$ cat src/rtl/cpu_pkg.sv
// cpu_pkg: shared ALU codes, opcode/funct7 constants and the decoded-control record
package cpu_pkg;
  localparam logic [2:0] ALU_ADD = 3'b000;
  localparam logic [2:0] ALU_SLL = 3'b001;
  localparam logic [2:0] ALU_MUL = 3'b010;
  localparam logic [2:0] ALU_XOR = 3'b100;
  localparam logic [2:0] ALU_SRA = 3'b101;
  localparam logic [2:0] ALU_SUB = 3'b110;
  localparam logic [2:0] ALU_AND = 3'b111;
  localparam logic [6:0] OP_R      = 7'b0110011;
  localparam logic [6:0] OP_I      = 7'b0010011;
  localparam logic [6:0] OP_LOAD   = 7'b0000011;
  localparam logic [6:0] OP_STORE  = 7'b0100011;
  localparam logic [6:0] OP_BRANCH = 7'b1100011;
  localparam logic [6:0] F7_BASE   = 7'b0000000;
  localparam logic [6:0] F7_ALT    = 7'b0100000;
  localparam logic [6:0] F7_MULDIV = 7'b0000001;
  typedef struct packed {
    logic [2:0] alu;
    logic       use_imm;
    logic       regwrite;
    logic       memread;
    logic       memwrite;
    logic       illegal;
  } ctrl_t;
  localparam ctrl_t CTRL_NOP = '{alu: ALU_ADD, use_imm: 1'b0, regwrite: 1'b0, memread: 1'b0, memwrite: 1'b0, illegal: 1'b0};
  localparam ctrl_t CTRL_ILL = '{alu: ALU_ADD, use_imm: 1'b0, regwrite: 1'b0, memread: 1'b0, memwrite: 1'b0, illegal: 1'b1};
  function automatic ctrl_t mk_ctrl(input logic [2:0] a, input logic imm, input logic rw, input logic mr, input logic mw);
    return '{alu: a, use_imm: imm, regwrite: rw, memread: mr, memwrite: mw, illegal: 1'b0};
  endfunction
endpackage

$ cat src/rtl/alu_ctrl_decode.sv
// alu_ctrl_decode: opcode/funct3/funct7 to ALU code and datapath controls
//   opcode_i, funct3_i, funct7_i : instruction fields from ID
//   ctrl_o                       : ALU code, use_imm, regwrite, memread, memwrite, illegal
module alu_ctrl_decode
  import cpu_pkg::*;
(
  input  logic [6:0] opcode_i,
  input  logic [2:0] funct3_i,
  input  logic [6:0] funct7_i,
  output ctrl_t      ctrl_o
);
  logic r_base_ok;
  // base R-type funct3 values coincide with their ALU codes
  assign r_base_ok = funct7_i == F7_BASE && funct3_i inside {3'b000, 3'b001, 3'b100, 3'b111};
  always_comb begin
    ctrl_o = CTRL_ILL;
    case (opcode_i)
      OP_R:      ctrl_o = r_base_ok ? mk_ctrl(funct3_i, 1'b0, 1'b1, 1'b0, 1'b0) :
                          (funct7_i == F7_ALT && funct3_i == 3'b000) ? mk_ctrl(ALU_SUB, 1'b0, 1'b1, 1'b0, 1'b0) :
                          (funct7_i == F7_MULDIV && funct3_i == 3'b000) ? mk_ctrl(ALU_MUL, 1'b0, 1'b1, 1'b0, 1'b0) :
                          CTRL_ILL;
      OP_I:      ctrl_o = funct3_i == 3'b000 ? mk_ctrl(ALU_ADD, 1'b1, 1'b1, 1'b0, 1'b0) :
                          (funct3_i == 3'b101 && funct7_i == F7_ALT) ? mk_ctrl(ALU_SRA, 1'b1, 1'b1, 1'b0, 1'b0) :
                          CTRL_ILL;
      OP_LOAD:   ctrl_o = mk_ctrl(ALU_ADD, 1'b1, 1'b1, 1'b1, 1'b0);
      OP_STORE:  ctrl_o = mk_ctrl(ALU_ADD, 1'b1, 1'b0, 1'b0, 1'b1);
      OP_BRANCH: ctrl_o = mk_ctrl(ALU_SUB, 1'b0, 1'b0, 1'b0, 1'b0);
      default:   ctrl_o = CTRL_ILL;
    endcase
  end
endmodule

$ cat src/rtl/ex_operand_stage.sv
// ex_operand_stage: ID/EX register with ALU control decode and EX operand forwarding
//   clk_i, rst_i              : clock, synchronous active-high reset
//   stall_i, flush_i          : hold EX / load a bubble (flush wins)
//   valid_i, instr_i, *_data_i, imm_i : ID-stage instruction and operands
//   exmem_*, memwb_*          : forwarding sources from later stages
//   valid_o .. illegal_o      : EX-cycle operands and controls for the ALU/MEM
module ex_operand_stage
  import cpu_pkg::*;
#(
  parameter int XLEN = 32,
  parameter int RAW  = 5
) (
  input  logic            clk_i,
  input  logic            rst_i,
  input  logic            stall_i,
  input  logic            flush_i,
  input  logic            valid_i,
  input  logic [31:0]     instr_i,
  input  logic [XLEN-1:0] rs1_data_i,
  input  logic [XLEN-1:0] rs2_data_i,
  input  logic [XLEN-1:0] imm_i,
  input  logic            exmem_regwrite_i,
  input  logic [RAW-1:0]  exmem_rd_i,
  input  logic [XLEN-1:0] exmem_data_i,
  input  logic            memwb_regwrite_i,
  input  logic [RAW-1:0]  memwb_rd_i,
  input  logic [XLEN-1:0] memwb_data_i,
  output logic            valid_o,
  output logic [XLEN-1:0] data1_o,
  output logic [XLEN-1:0] data2_o,
  output logic [2:0]      ALUCtrl_o,
  output logic [RAW-1:0]  rd_o,
  output logic            regwrite_o,
  output logic            memread_o,
  output logic            memwrite_o,
  output logic [XLEN-1:0] store_data_o,
  output logic            illegal_o
);
  ctrl_t           dec, ctrl_q, ctrl_d;
  logic            valid_q, valid_d;
  logic [RAW-1:0]  rd_q, rd_d, rs1_q, rs1_d, rs2_q, rs2_d, rd_id, rs1_id, rs2_id;
  logic [XLEN-1:0] v1_q, v1_d, v2_q, v2_d, imm_q, imm_d, fwd1, fwd2;

  function automatic logic hit(input logic we, input logic [RAW-1:0] wr, input logic [RAW-1:0] r);
    return we && wr != '0 && wr == r;
  endfunction

  assign rd_id  = instr_i[7 +: RAW];
  assign rs1_id = instr_i[15 +: RAW];
  assign rs2_id = instr_i[20 +: RAW];

  alu_ctrl_decode u_dec (
    .opcode_i (instr_i[6:0]),
    .funct3_i (instr_i[14:12]),
    .funct7_i (instr_i[31:25]),
    .ctrl_o   (dec)
  );

  assign fwd1 = hit(exmem_regwrite_i, exmem_rd_i, rs1_q) ? exmem_data_i :
                hit(memwb_regwrite_i, memwb_rd_i, rs1_q) ? memwb_data_i : v1_q;
  assign fwd2 = hit(exmem_regwrite_i, exmem_rd_i, rs2_q) ? exmem_data_i :
                hit(memwb_regwrite_i, memwb_rd_i, rs2_q) ? memwb_data_i : v2_q;

  // a stall keeps control but refreshes operand values so retiring results are not lost
  always_comb begin
    {valid_d, ctrl_d, rd_d, rs1_d, rs2_d, imm_d} = {valid_q, ctrl_q, rd_q, rs1_q, rs2_q, imm_q};
    v1_d = fwd1;
    v2_d = fwd2;
    if (flush_i || (!stall_i && !valid_i)) begin
      {valid_d, ctrl_d, rd_d, rs1_d, rs2_d, imm_d, v1_d, v2_d} = '0;
    end else if (!stall_i) begin
      valid_d         = 1'b1;
      ctrl_d          = dec;
      ctrl_d.regwrite = dec.regwrite && rd_id != '0;
      rd_d            = rd_id;
      rs1_d           = rs1_id;
      rs2_d           = rs2_id;
      imm_d           = imm_i;
      v1_d            = hit(memwb_regwrite_i, memwb_rd_i, rs1_id) ? memwb_data_i : rs1_data_i;
      v2_d            = hit(memwb_regwrite_i, memwb_rd_i, rs2_id) ? memwb_data_i : rs2_data_i;
    end
  end

  always_ff @(posedge clk_i) begin
    if (rst_i) begin
      {valid_q, ctrl_q, rd_q, rs1_q, rs2_q, imm_q, v1_q, v2_q} <= '0;
    end else begin
      {valid_q, ctrl_q, rd_q, rs1_q, rs2_q, imm_q, v1_q, v2_q} <= {valid_d, ctrl_d, rd_d, rs1_d, rs2_d, imm_d, v1_d, v2_d};
    end
  end

  assign valid_o      = valid_q;
  assign data1_o      = fwd1;
  assign data2_o      = ctrl_q.use_imm ? imm_q : fwd2;
  assign store_data_o = fwd2;
  assign ALUCtrl_o    = ctrl_q.alu;
  assign rd_o         = rd_q;
  assign regwrite_o   = ctrl_q.regwrite;
  assign memread_o    = ctrl_q.memread;
  assign memwrite_o   = ctrl_q.memwrite;
  assign illegal_o    = ctrl_q.illegal;
endmodule

$ cat config.mk
export PLATFORM = sky130hd
export DESIGN_NAME = ex_operand_stage
export DESIGN_NICKNAME = d
export VERILOG_FILES = /design/src/rtl/cpu_pkg.sv /design/src/rtl/alu_ctrl_decode.sv /design/src/rtl/ex_operand_stage.sv
export SDC_FILE = /design/constraint.sdc
export NUM_CORES = 1
export LEC_CHECK = 0
export ABC_AREA = 1
export CELL_PAD_IN_SITES_DETAIL_PLACEMENT = 1
export CELL_PAD_IN_SITES_GLOBAL_PLACEMENT = 1
export CORE_ASPECT_RATIO = 1.4
export CORE_MARGIN = 2
export CORE_UTILIZATION = 28
export DETAILED_ROUTE_END_ITERATION = 8
export GPL_ROUTABILITY_DRIVEN = 0
export PLACE_DENSITY = 0.76
export SLEW_MARGIN = 20
export SYNTH_ARGS = -nofsm -noshare
export SYNTH_HDL_FRONTEND = slang
export SYNTH_SLANG_ARGS = --single-unit
export TNS_END_PERCENT = 100
$ cat constraint.sdc
create_clock -name clk_i -period 4.5 [get_ports clk_i]
set_clock_uncertainty 0.05 [all_clocks]
set_input_delay 0.9 -clock clk_i [delete_from_list [all_inputs] [get_ports clk_i]]
set_output_delay 0.9 -clock clk_i [all_outputs]
set_load 0.02 [all_outputs]
==> key figures <==
Status
  – Run status: finished clean

Routing
  – Final WL: around 44000 microns
  – DR iter-0 viols: about 520
  – Antenna viol nets, final: 0
  – Vias per cell: ~4.9
  – 1st-pass router iterations: 5
  – Vias: 11300
  – Drt wl/cell: ~19 microns
  – DRC viols: 0

Layout
  – Multi-input logic area: 5350 sq um
  – Share of layout cells above drive strength 1: 0.0955
  – Area Growth Syn to Fin: 45.7%
  – Nets@finish: 2060
  – Most common cell after layout, fill and taps aside: nand2_1
  – Fin util: 0.414
  – Final instance area: around 13000 sq um
  – Highest-count cells in the layout ignoring fill and taps: nand2_1 (504), nand3_1 (367), clkdlybuf4s50_1 (296), inv_1 (254), dfxtp_1 (120)
  – Fillers: 4264
  – Reg area: about 2400 sq um

Yosys
  – Number of warnings issued by yosys: 0
  – Top area cells in the synthesized netlist: dfxtp_1 (26%), nand2_1 (20%), nand3_1 (20%)
  – Synth Area in XOR/XNOR: 0.0209
  – Share of the synthesized area in the top cell type: 0.260
  – Multiplexer area fraction after synthesis: 0
  – Synth Area in Compound Gates: 0.0335
  – Synthesized instance count: 1592
  – Synth cell types: 29
  – Synth Net Count: 1801
  – FF+latch count, synth: 120
  – Largest family of logic cells by synthesized area: simple AND/OR/NAND/NOR gates
  – Post-Syn Area: 9240 sq um
  – Sequential area share after synthesis: 0.260
  – Cell taking the most area after synthesis: dfxtp_1
  – Syn Area/Cell: 5.80 sq um
  – Synth Area in Simple Gates: 0.517
  – Synth Area in Adders: 0

STA
  – Worst setup slack after layout: between 0.06 and 0.07 ns
  – Final setup fails: 0
  – Final hold vios: 0
  – Setup TNS: 0 ns
  – Worst hold slack: approximately 0.4 ns
  – Max_slew headroom: 0.332
  – Tmin final: 4.43 ns
  – Slew Viols, Final: 0
  – Worst-Margin Slew: around 1.0 ns
  – FMAX: around 230 MHz
  – RSZ-0062 raised after global routing: true
  – Tcrit/Tclk final: 0.985

Worst setup path
  – Crit Path Class: in -> out
  – R2R setup slack: about 2.6 ns
  – Startpoint types: input port
  – Worst setup path startpoint: memwb_rd_i[4]
  – CP arrival: 3.48 ns
  – R2r startpoint: rs2_q[4]
  – CP required: ~3.6 ns
  – Worst setup endpoint: data2_o[8]
  – Worst reg2reg path depth: 8
  – Crit path max fanout: 32
  – R2r endpoint: v2_q[8]
  – Crit path capture type: output pin

Pwr
  – Peak VDD IR: 0.256 mV
  – Pwr/cell area: between 200 and 300 nW/um^2
  – Leakage: between 7 and 8 nW

Die
  – Core area: 32500 sq um
  – IO Count: ~320
  – Die area: 34500 sq um
  – Die width: roughly 160 microns
  – Initial Util: 0.284
  – Die Ht: 219 microns
  – Site row count: 78

GRT
  – Grt ovf: 0
  – Largest net degree at the start of global routing: slightly below 100
  – Initial antenna violation count: 7
  – Total Routing Usage GR: 0.254
  – Vias in the first global route: 11900
  – First-pass GRT wire length: 66900 microns

Flow run
  – Max-cap viol count: 0

Clocking
  – Cts bufs inserted: 17
  – Setup bufs post-CTS: 0
  – CTS Sinks: 120
  – Hold_buf cts: 0
  – Post-CTS sizing: 0
  – Clk_lat worst skew: 0.43 ns
  – CTS Buffer Depth: 2
  – CTS HTree Levels: 4
  – Reg clk slew, reported paths: roughly 0.060 ns
  – CTS tree: yes
  – CTS root buf: clkbuf_16

Placement
  – Dpl ws: just under 0.09 ns
  – Placed Area: roughly 13000 sq um
  – I/O Buffers: 317
  – Hpwl dp: 32300 microns

Hold path
  – Min-delay worst type: reg -> reg
## logic make-up after synthesis
family / after synthesis
AND/OR/NAND/NOR: 1025
XOR/XNOR: 22
buffers and inverters: 364
flip-flops: 120
AO/OA/AOI/OAI: 61
## routing by layer
metal / vias to the layer above / track usage / part of all wire
met5: - / 0 / 0.00030
met2: 360 / 0.459 / 0.51
met4: 2 / 0.125 / 0.046
met3: 89 / 0.0462 / 0.053
li1: 5447 / - / -
met1: 5362 / 0.282 / 0.39
## worst min-delay path by stage
stage	endpoint	start	slack (ns)	cells past startpoint
6_report	imm_q[31]	imm_q[31]	0.41	2
5_1_grt	imm_q[29]	imm_q[29]	0.44	2
4_1_cts	imm_q[5]	imm_q[5]	0.42	2
3_5_place_dp	imm_q[5]	imm_q[5]	0.41	2
3_3_place_gp	imm_q[31]	imm_q[31]	0.40	2
2_1_floorplan	imm_q[31]	imm_q[31]	0.39	2
## synthesized netlist by cell type (all sizes together)
cell    count
buf        73
clkinv      1
xnor2       7
inv       257
nand3b      2
clkbuf     33
nor3       10
o21ai       5
nor2       43
nand3     400
dfxtp     120
a21oi      54
a31oi       1
xor2       15
nand4       2
nand2     568
a211oi      1
## worst max-delay path, stage by stage
cell and delay [ns]:
clkdlybuf4s50_1 0.63, xor2_1 0.18, nor2_4 0.23, buf_4 0.40
nand3_1 0.19, nand3_2 0.13, nand2_2 0.06, nand2_1 0.10
nand2_1 0.08, clkdlybuf4s50_1 0.55
## registers in the layout (all words and copies together), names as in the netlist
name	flops
imm_q	32
v1_q	32
v2_q	32
rd_o	5
rs1_q	5
rs2_q	5
ALUCtrl_o	3
ctrl_q	1
illegal_o	1
memread_o	1
memwrite_o	1
regwrite_o	1
valid_o	1
## stage by stage
| step | total power [W] | instances |
|---|---|---|
| after CTS | 0.00359 | 2304 |
| after detailed placement | 0.00201 | 2272 |
| after global routing | 0.00369 | 2310 |
| after floorplan | 0.00155 | 1592 |
| after global placement | 0.00200 | 2272 |
| final | 0.00355 | 2310 |
## report_power, final
part | switching (W) | total, W | internal [W]
clock network | 0.000571 | 0.00155 | 0.000984
registers | 0.0000142 | 0.00111 | 0.00110
logic | 0.000505 | 0.000883 | 0.000378
total | 0.00109 | 0.00355 | 0.00246
## final cells by class
type | instances | area share
antenna | 6 | 0.00112
inverter | 258 | 0.0724
sequential | 120 | 0.179
clock buffer | 17 | 0.0316
clock inverter | 15 | 0.0166
timing repair buffer | 346 | 0.261
multi-input combinational | 1108 | 0.397
tap | 440 | 0.0409
Power figures use the tool's default switching activity.
